<file path="config.mk">
export PLATFORM = sky130hd
export DESIGN_NAME = multicycle_control
export DESIGN_NICKNAME = d
export VERILOG_FILES = /design/src/rtl/multicycle_control_pkg.sv /design/src/rtl/multicycle_control_dispatch.sv /design/src/rtl/multicycle_control.sv
export SDC_FILE = /design/constraint.sdc
export NUM_CORES = 1
export LEC_CHECK = 0
export CORE_MARGIN = 2
export CORE_UTILIZATION = 44
export DETAILED_ROUTE_END_ITERATION = 10
export MAX_ROUTING_LAYER = met4
export PLACE_DENSITY = 0.79
export SYNTH_ARGS = -nofsm -noshare
export SYNTH_HDL_FRONTEND = slang
export SYNTH_SLANG_ARGS = --single-unit
</file>
<file path="constraint.sdc">
create_clock -name clk -period 2.2 [get_ports clk]
set_clock_uncertainty 0.1 [all_clocks]
set_input_delay 0.33 -clock clk [delete_from_list [all_inputs] [get_ports clk]]
set_output_delay 0.33 -clock clk [all_outputs]
set_load 0.05 [all_outputs]
</file>
<file path="src/rtl/multicycle_control_pkg.sv">
// rtl/multicycle_control_pkg.sv - states, opcodes, select encodings and per-state control decode
package multicycle_control_pkg;

  typedef enum logic [3:0] {
    S_FETCH  = 4'd0,
    S_DECODE = 4'd1,
    S_MEMADR = 4'd2,
    S_MEMRD  = 4'd3,
    S_MEMWB  = 4'd4,
    S_MEMWR  = 4'd5,
    S_EXEC   = 4'd6,
    S_ALUWB  = 4'd7,
    S_BRANCH = 4'd8,
    S_ADDIEX = 4'd9,
    S_ADDIWB = 4'd10,
    S_JUMP   = 4'd11
  } state_e;

  localparam logic [5:0] OP_RTYPE = 6'b000000;
  localparam logic [5:0] OP_J     = 6'b000010;
  localparam logic [5:0] OP_BEQ   = 6'b000100;
  localparam logic [5:0] OP_ADDI  = 6'b001000;
  localparam logic [5:0] OP_LW    = 6'b100011;
  localparam logic [5:0] OP_SW    = 6'b101011;

  localparam logic [1:0] ALU_OP_ADD   = 2'b00;
  localparam logic [1:0] ALU_OP_SUB   = 2'b01;
  localparam logic [1:0] ALU_OP_FUNCT = 2'b10;

  localparam logic [1:0] SRC_B_REG    = 2'b00;
  localparam logic [1:0] SRC_B_FOUR   = 2'b01;
  localparam logic [1:0] SRC_B_IMM    = 2'b10;
  localparam logic [1:0] SRC_B_OFFSET = 2'b11;

  localparam logic [1:0] PC_SRC_ALU    = 2'b00;
  localparam logic [1:0] PC_SRC_ALUOUT = 2'b01;
  localparam logic [1:0] PC_SRC_JUMP   = 2'b10;

  // Moore part of the outputs plus state flags that gate the input-dependent ones.
  typedef struct packed {
    logic       iord;
    logic       reg_dst;
    logic       mem_to_reg;
    logic       alu_src_a;
    logic [1:0] alu_src_b;
    logic [1:0] alu_op;
    logic [1:0] pc_src;
    logic       mem_write;
    logic       reg_write;
    logic       pc_write;
    logic       in_fetch;
    logic       in_decode;
    logic       in_exec;
    logic       in_branch;
  } ctrl_t;

  function automatic ctrl_t state_ctrl(input state_e s);
    ctrl_t c;
    c = '0;
    case (s)
      S_FETCH: begin
        c.alu_src_b = SRC_B_FOUR;
        c.in_fetch  = 1'b1;
      end
      S_DECODE: begin
        c.alu_src_b = SRC_B_OFFSET;
        c.in_decode = 1'b1;
      end
      S_MEMADR: begin
        c.alu_src_a = 1'b1;
        c.alu_src_b = SRC_B_IMM;
      end
      S_MEMRD: c.iord = 1'b1;
      S_MEMWB: begin
        c.mem_to_reg = 1'b1;
        c.reg_write  = 1'b1;
      end
      S_MEMWR: begin
        c.iord      = 1'b1;
        c.mem_write = 1'b1;
      end
      S_EXEC: begin
        c.alu_src_a = 1'b1;
        c.alu_op    = ALU_OP_FUNCT;
        c.in_exec   = 1'b1;
      end
      S_ALUWB: begin
        c.reg_dst   = 1'b1;
        c.reg_write = 1'b1;
      end
      S_BRANCH: begin
        c.alu_src_a = 1'b1;
        c.alu_op    = ALU_OP_SUB;
        c.pc_src    = PC_SRC_ALUOUT;
        c.in_branch = 1'b1;
      end
      S_ADDIEX: begin
        c.alu_src_a = 1'b1;
        c.alu_src_b = SRC_B_IMM;
      end
      S_ADDIWB: c.reg_write = 1'b1;
      S_JUMP: begin
        c.pc_src   = PC_SRC_JUMP;
        c.pc_write = 1'b1;
      end
      default: c = '0;
    endcase
    return c;
  endfunction

endpackage

</file>
<file path="src/rtl/multicycle_control_dispatch.sv">
// rtl/multicycle_control_dispatch.sv - combinational opcode to post-DECODE state mapping
module opcode_dispatch
  import multicycle_control_pkg::*;
#(
  parameter int OPCODE_W = 6
) (
  input  logic [OPCODE_W-1:0] opcode,
  output state_e              dispatch_state,
  output logic                illegal,
  output logic                is_load
);

  localparam logic [OPCODE_W-1:0] LW    = OPCODE_W'(OP_LW);
  localparam logic [OPCODE_W-1:0] SW    = OPCODE_W'(OP_SW);
  localparam logic [OPCODE_W-1:0] RTYPE = OPCODE_W'(OP_RTYPE);
  localparam logic [OPCODE_W-1:0] BEQ   = OPCODE_W'(OP_BEQ);
  localparam logic [OPCODE_W-1:0] ADDI  = OPCODE_W'(OP_ADDI);
  localparam logic [OPCODE_W-1:0] J     = OPCODE_W'(OP_J);

  always_comb begin
    dispatch_state = S_FETCH;
    illegal        = 1'b0;
    is_load        = (opcode == LW);
    if (opcode == LW || opcode == SW) begin
      dispatch_state = S_MEMADR;
    end else if (opcode == RTYPE) begin
      dispatch_state = S_EXEC;
    end else if (opcode == BEQ) begin
      dispatch_state = S_BRANCH;
    end else if (opcode == ADDI) begin
      dispatch_state = S_ADDIEX;
    end else if (opcode == J) begin
      dispatch_state = S_JUMP;
    end else begin
      illegal = 1'b1;
    end
  end

endmodule

</file>
<file path="src/rtl/multicycle_control.sv">
// rtl/multicycle_control.sv - multicycle datapath control FSM
module multicycle_control
  import multicycle_control_pkg::*;
#(
  parameter int OPCODE_W = 6,
  parameter int FUNCT_W  = 6,
  parameter int STATE_W  = 4
) (
  input  logic                clk,
  input  logic                rst_n,
  input  logic [OPCODE_W-1:0] opcode,
  input  logic [FUNCT_W-1:0]  funct,
  input  logic                mem_ready,
  input  logic                zero,
  output logic                pc_write,
  output logic                ir_write,
  output logic                mem_write,
  output logic                reg_write,
  output logic                illegal_op,
  output logic                iord,
  output logic                reg_dst,
  output logic                mem_to_reg,
  output logic                alu_src_a,
  output logic [1:0]          alu_src_b,
  output logic [1:0]          alu_op,
  output logic [1:0]          pc_src,
  output logic [STATE_W-1:0]  state_dbg
);

  state_e state;
  state_e next_state;
  state_e dispatch_state;
  ctrl_t  ctrl_q;
  ctrl_t  ctrl;
  logic   dispatch_illegal;
  logic   is_load;

  opcode_dispatch #(
    .OPCODE_W(OPCODE_W)
  ) u_dispatch (
    .opcode         (opcode),
    .dispatch_state (dispatch_state),
    .illegal        (dispatch_illegal),
    .is_load        (is_load)
  );

  always_comb begin
    next_state = S_FETCH;
    case (state)
      S_FETCH:  next_state = mem_ready ? S_DECODE : S_FETCH;
      S_DECODE: next_state = dispatch_state;
      S_MEMADR: next_state = is_load ? S_MEMRD : S_MEMWR;
      S_MEMRD:  next_state = mem_ready ? S_MEMWB : S_MEMRD;
      S_MEMWB:  next_state = S_FETCH;
      S_MEMWR:  next_state = mem_ready ? S_FETCH : S_MEMWR;
      S_EXEC:   next_state = S_ALUWB;
      S_ALUWB:  next_state = S_FETCH;
      S_BRANCH: next_state = S_FETCH;
      S_ADDIEX: next_state = S_ADDIWB;
      S_ADDIWB: next_state = S_FETCH;
      S_JUMP:   next_state = S_FETCH;
      default:  next_state = S_FETCH;
    endcase
  end

  // Control word is registered alongside the state so it always matches state.
  always_ff @(posedge clk) begin
    if (!rst_n) begin
      state  <= S_FETCH;
      ctrl_q <= state_ctrl(S_FETCH);
    end else begin
      state  <= next_state;
      ctrl_q <= state_ctrl(next_state);
    end
  end

  // While held in reset the outputs show FETCH selects with every strobe low.
  always_comb begin
    ctrl       = rst_n ? ctrl_q : state_ctrl(S_FETCH);
    iord       = ctrl.iord;
    reg_dst    = ctrl.reg_dst;
    mem_to_reg = ctrl.mem_to_reg;
    alu_src_a  = ctrl.alu_src_a;
    alu_op     = ctrl.alu_op;
    pc_src     = ctrl.pc_src;
    alu_src_b  = (ctrl.in_exec && funct == '0) ? SRC_B_IMM : ctrl.alu_src_b;
    ir_write   = rst_n & ctrl.in_fetch & mem_ready;
    pc_write   = rst_n & (ctrl.pc_write | (ctrl.in_fetch & mem_ready) | (ctrl.in_branch & zero));
    mem_write  = rst_n & ctrl.mem_write;
    reg_write  = rst_n & ctrl.reg_write;
    illegal_op = rst_n & ctrl.in_decode & dispatch_illegal;
    state_dbg  = rst_n ? STATE_W'(state) : STATE_W'(S_FETCH);
  end

endmodule

</file>
Yosys cells after proc, flatten, opt, wreduce, memory -nomap -nowiden
Cells that the tools add are included.

Bits in registers: 21. Logic and storage cells: 90.

Eq/ne operators: 22. Multiplexer cells: 32. Bitwise gates (word level): 11. Reductions and logical operators: 10.

Operators with widths (number): case mux 4 bit (7 select lines) (1); == test 4 x 3 -> 1 bit, second input constant (6); two-way mux 4 bit (6); == test 4 bit, second input constant (5); two-way mux 1 bit (17); two-way mux 17 bit (1); == test 4 x 2 -> 1 bit, second input constant (4); == test 6 bit, second input constant (2); zero test 6 bit (2); bitwise AND 1 bit (9); two-way mux 3 bit (3); == test 4 x 1 -> 1 bit, second input constant (2); zero test 4 bit (2); case mux 2 bit (2 select lines) (2); == test 6 x 2 -> 1 bit, second input constant (1); == test 6 x 3 -> 1 bit, second input constant (1); == test 6 x 4 -> 1 bit, second input constant (1); case mux 2 bit (3 select lines) (1); OR reduction 2 bit (2); OR reduction 4 bit (1); OR reduction 3 bit (1); two-way mux 2 bit (1); bitwise OR 1 bit (2); logical AND 1 bit (1); logical OR 1 bit (1).

Depth between registers and ports, before layout
Depth in word-level cells: 10. Mapped depth: 6. Gate-level depth less buffers: 5.

Modules after synthesis
Synthesis repeated with hierarchy kept, for this count alone.

Cell total of the unflattened synthesis: 119. Area total of the unflattened synthesis: 1021.0 µm².

Modules (own cells, without submodules): multicycle_control (cells an instance 102, times used 1, area each 903.4 µm²); opcode_dispatch (cells an instance 17, times used 1, area each 117.6 µm²).

Worst setup path after synthesis
Ideal clock, no wire load.

Kind: input port to output port. Start: in funct[3]. End: out alu_src_b[1]. Slack: -103 ps. Data required time: 1770 ps. Path buffers: 0. Arrival time: 1873 ps. Stages: 4. Path through: or4_1 nor4b_1 nor2_1 nor2_1.

Word-level cells in the longest chain between the ends: 3.

RTL lines: start: declaration (RTL line multicycle_control.sv:12) `input logic [FUNCT_W-1:0] funct,`; zero test 6 bit (RTL line multicycle_control.sv:86) `alu_src_b = (ctrl.in_exec && funct == '0) ? SRC_B_IMM : ctrl.alu_src_b;`; logical AND 1 bit (RTL line multicycle_control.sv:86); two-way mux 2 bit (RTL line multicycle_control.sv:86); end: declaration (RTL line multicycle_control.sv:24) `output logic [1:0] alu_src_b,`.

Every way passes these cells.

Worst setup path in the final report
Start: in opcode[5]. End: out illegal_op.

Word-level cells in the longest chain between the ends: 7. Elaborated cells on any way between the ends: 13.

RTL lines: start: declaration (RTL line multicycle_control.sv:11) `input logic [OPCODE_W-1:0] opcode,`; == test 6 x 2 -> 1 bit (RTL line multicycle_control_dispatch.sv:32) `end else if (opcode == J) begin`; two-way mux 1 bit (RTL line multicycle_control_dispatch.sv:32); two-way mux 1 bit (RTL line multicycle_control_dispatch.sv:30) `end else if (opcode == ADDI) begin`; two-way mux 1 bit (RTL line multicycle_control_dispatch.sv:28) `end else if (opcode == BEQ) begin`; two-way mux 1 bit (RTL line multicycle_control_dispatch.sv:26) `end else if (opcode == RTYPE) begin`; two-way mux 1 bit * (RTL line multicycle_control_dispatch.sv:24) `if (opcode == LW || opcode == SW) begin`; bitwise AND 1 bit * (RTL line multicycle_control.sv:91) `illegal_op = rst_n & ctrl.in_decode & dispatch_illegal;`; end: declaration (RTL line multicycle_control.sv:19) `output logic illegal_op,`.

Mark *: on every way between the ends. The rest lies on a longest branch, timed or not.

==> out/summary.txt <==
===========================================================================================
Total number of nets in the final design                                                189
Horiz. Die Dim                                                                      51.5 um
Via-per-instance ratio                                                                 5.54
Count of input and output buffers                                                        34
Cell leakage power                                                                 0.720 nW
Fin crit period                                                                     2.17 ns
Net Count, Synth                                                                        137
Global-route wire length before repair                                              4.75 mm
Cell types with the largest area share after synthesis                         dfxtp_1 36%, nor2_1 6.8%, and2_1 6.3%
Slowest library cell on the worst path                                         clkdlybuf4s50_1
Worst relative slew slack                                                             78.0%
Number of max-capacitance violations reported                                             0
Final period utilization                                                              98.6%
Min-delay worst type                                                           flip-flop to flip-flop
Number of cells traversed by the worst register-to-register path                          6
Insertion delay to the later sink of the worst-skew pair                            0.30 ns
Maximum number of pins on one net before global-route repair                             12
Data arrival at the endpoint of the critical path                                   1.74 ns
CP Cell Sequence                                                               clkdlybuf4s50_1 > buf_4 > nor3_1 > o211ai_1 > and4_4 > buf_12
Number of design-rule violations left by the first detailed-router iteration             33
Clock tree from TritonCTS                                                              done
Count of antenna diodes in the layout                                                     0
Fraction of final layout cells sized beyond drive strength 1                          34.3%
RePlAce Congestion                                                                    0.825
Post-Synthesis Cells                                                                    121
Area growth from synthesis to layout                                                  74.8%
Cell taking the most area after synthesis                                           dfxtp_1
Remaining global-route overflow                                                           0
Root buffer cell                                                                   clkbuf_4
Slew @ Worst Pin                                                                   0.330 ns
Post-Synthesis Cell Area                                                            992 um2
Initial cell density of the core                                                      45.7%
Synth unique cells                                                                       47
Detail Placement HPWL                                                               2.20 mm
Final hold violation count                                                                0
Die Span Y                                                                          51.5 um
Number of buffers inserted during clock tree synthesis                                    3
Register area share after synthesis                                                   36.3%
Post-detailed-route DRC marker count                                                      0
I/O pin cnt                                                                              35
Average detailed-routed wire length per instance                                    14.5 um
Vias                                                                                   1107
Result of the run                                                              finished clean
Share of the core filled with cells                                                   79.9%
Level count of the clock H-tree                                                           1
Synth cell count leaders                                                       18 x dfxtp_1, 18 x nor2_1, 10 x and2_1, 7 x nor3_1
Number of detailed-route iterations in the first pass                                     4
Register clock-pin slew on the reported worst setup and hold paths                  0.09 ns
Full die area                                                                   0.00265 mm2
Max FO, Critical Path                                                                     4
Wire length reported by the detailed router                                         2.91 mm
Area of the placeable core                                                      0.00217 mm2
Max rail drop VDD                                                                  0.554 mV
Share of the synthesized area in the top cell type                                    36.3%
Hold Path Stages                                                                          3
Achievable frequency                                                                461 MHz
Yosys warns                                                                               0
Required time worst endpoint                                                        1.77 ns
Sort of element at the end of the critical path                                 output port
Final setup violation count                                                               0
Final-layout setup total negative slack                                                0 ns
Count of final max-slew check failures                                                    0
Flop and latch count out of synthesis                                                    18
Crit start category                                                              input port
Crit Path Category                                                             input port to output port
Number of core rows                                                                      17
Synth async-reset ratio                                                                  0%
Main flop type after synthesis                                                      dfxtp_1
Count of antenna-violating nets left after detailed routing                               0
Number of sinks handled by clock tree synthesis                                          18
Power Dens Cells                                                                 405 mW/mm2
Post-synth EDFFs                                                                          0
Maximum buffer depth of the clock tree                                                    2
Vias in the first global route                                                         1056
Antenna violations before repair                                                          0
Overall track demand over capacity in global routing                                  24.4%
Mapped Avg Cell Area                                                               8.20 um2
Longest individual stage delay on the worst path                                    0.51 ns
===========================================================================================
-- worst max-delay path: cells and delay by family --
| kind | cells | cell delay (ns) |
|---|---|---|
| AND/OR/NAND/NOR | 2 | 0.42 |
| AO/OA/AOI/OAI | 1 | 0.14 |
| buffers and inverters | 3 | 0.84 |
-- cells in the final DEF, fill, tap and decap left out, types with 2 or more instances in the layout --
cell | netlist | layout
inv_2 | 2 | 2
clkbuf_4 | 0 | 3
nand2_1 | 4 | 4
a31oi_1 | 2 | 2
nor4_4 | 1 | 2
buf_12 | 0 | 18
nor2b_1 | 2 | 2
nor3_1 | 7 | 7
o21ai_1 | 2 | 3
xor2_1 | 2 | 2
dfxtp_1 | 18 | 16
dfxtp_2 | 0 | 2
buf_4 | 1 | 21
and3_1 | 4 | 4
a21oi_1 | 2 | 2
and2_1 | 10 | 10
inv_1 | 3 | 3
clkdlybuf4s50_1 | 0 | 10
clkdlybuf4s15_1 | 0 | 3
o31ai_1 | 2 | 2
nand3_1 | 3 | 3
nor2_1 | 18 | 17
or3_1 | 2 | 2
o211ai_1 | 2 | 2
-- logic make-up (layout without fill, tap and decap cells) --
group,Yosys count,count (layout),synth area share (%)
buffers and inverters,12,63,5.93
xor gates and xnor gates,2,2,1.77
AOI/OAI and AO/OA,22,22,16.3
and+or+nand+nor,67,67,39.7
DFF,18,18,36.3
-- timing repair --
action / 4_1_cts / 5_1_grt
setup buffers: 1 / 0
setup endpoints to repair: 3 / 3
hold buffers: 0 / 0
resized for setup: 9 / 8
pin swaps: 6 / 3
-- per-layer routing --
metal  global-route usage, %  share of wire, %
met3                    5.56               5.6
met5                       -                 0
met2                    43.2                54
met4                    3.07              0.55
met1                    29.0                40
-- report_power, final --
part / internal [mW] / switching, mW / leakage, nW
registers: 0.333 / 0.00529 / 0.147
logic: 0.0814 / 0.0826 / 0.552
clock network: 0.101 / 0.0986 / 0.0210
-- metrics by stage --
stage | cells | setup slack, ns | hold slack, ns | instance area (um2) | total power, mW
final | 200 | 0.0319 | 0.600 | 1730 | 0.702
after global routing | 200 | -0.00762 | 0.634 | 1730 | 0.732
after CTS | 200 | 0.00747 | 0.615 | 1710 | 0.700
after detailed placement | 195 | -0.222 | 0.590 | 1650 | 0.502
after global placement | 195 | -0.167 | 0.590 | 1650 | 0.498
after floorplan | 121 | 0.108 | 0.480 | 995 | 0.415
-- state kept, by name (all words and copies together), names as in the netlist --
signal / flops
ctrl_q: 14
state: 4
-- layout make-up --
| cell class | instances | area (um2) |
|---|---|---|
| fill | 151 | 435 |
| tap | 28 | 35.0 |
| inverter | 5 | 18.8 |
| multi-input combinational | 91 | 612 |
| clock buffer | 4 | 36.3 |
| timing repair buffer | 54 | 669 |
| sequential | 18 | 363 |
-- final timing paths --
kind	startpoint	slack, ns	to
worst max-delay path	opcode[5]	0.03	illegal_op
worst min-delay path	state[2]$_SDFF_PN0_	0.60	ctrl_q[5]$_SDFF_PN0_
worst max register to register	state[1]$_SDFF_PN0_	0.16	ctrl_q[16]$_SDFF_PN0_
worst min register to register	state[2]$_SDFF_PN0_	0.60	ctrl_q[5]$_SDFF_PN0_
(Power assumes the default switching activity.)
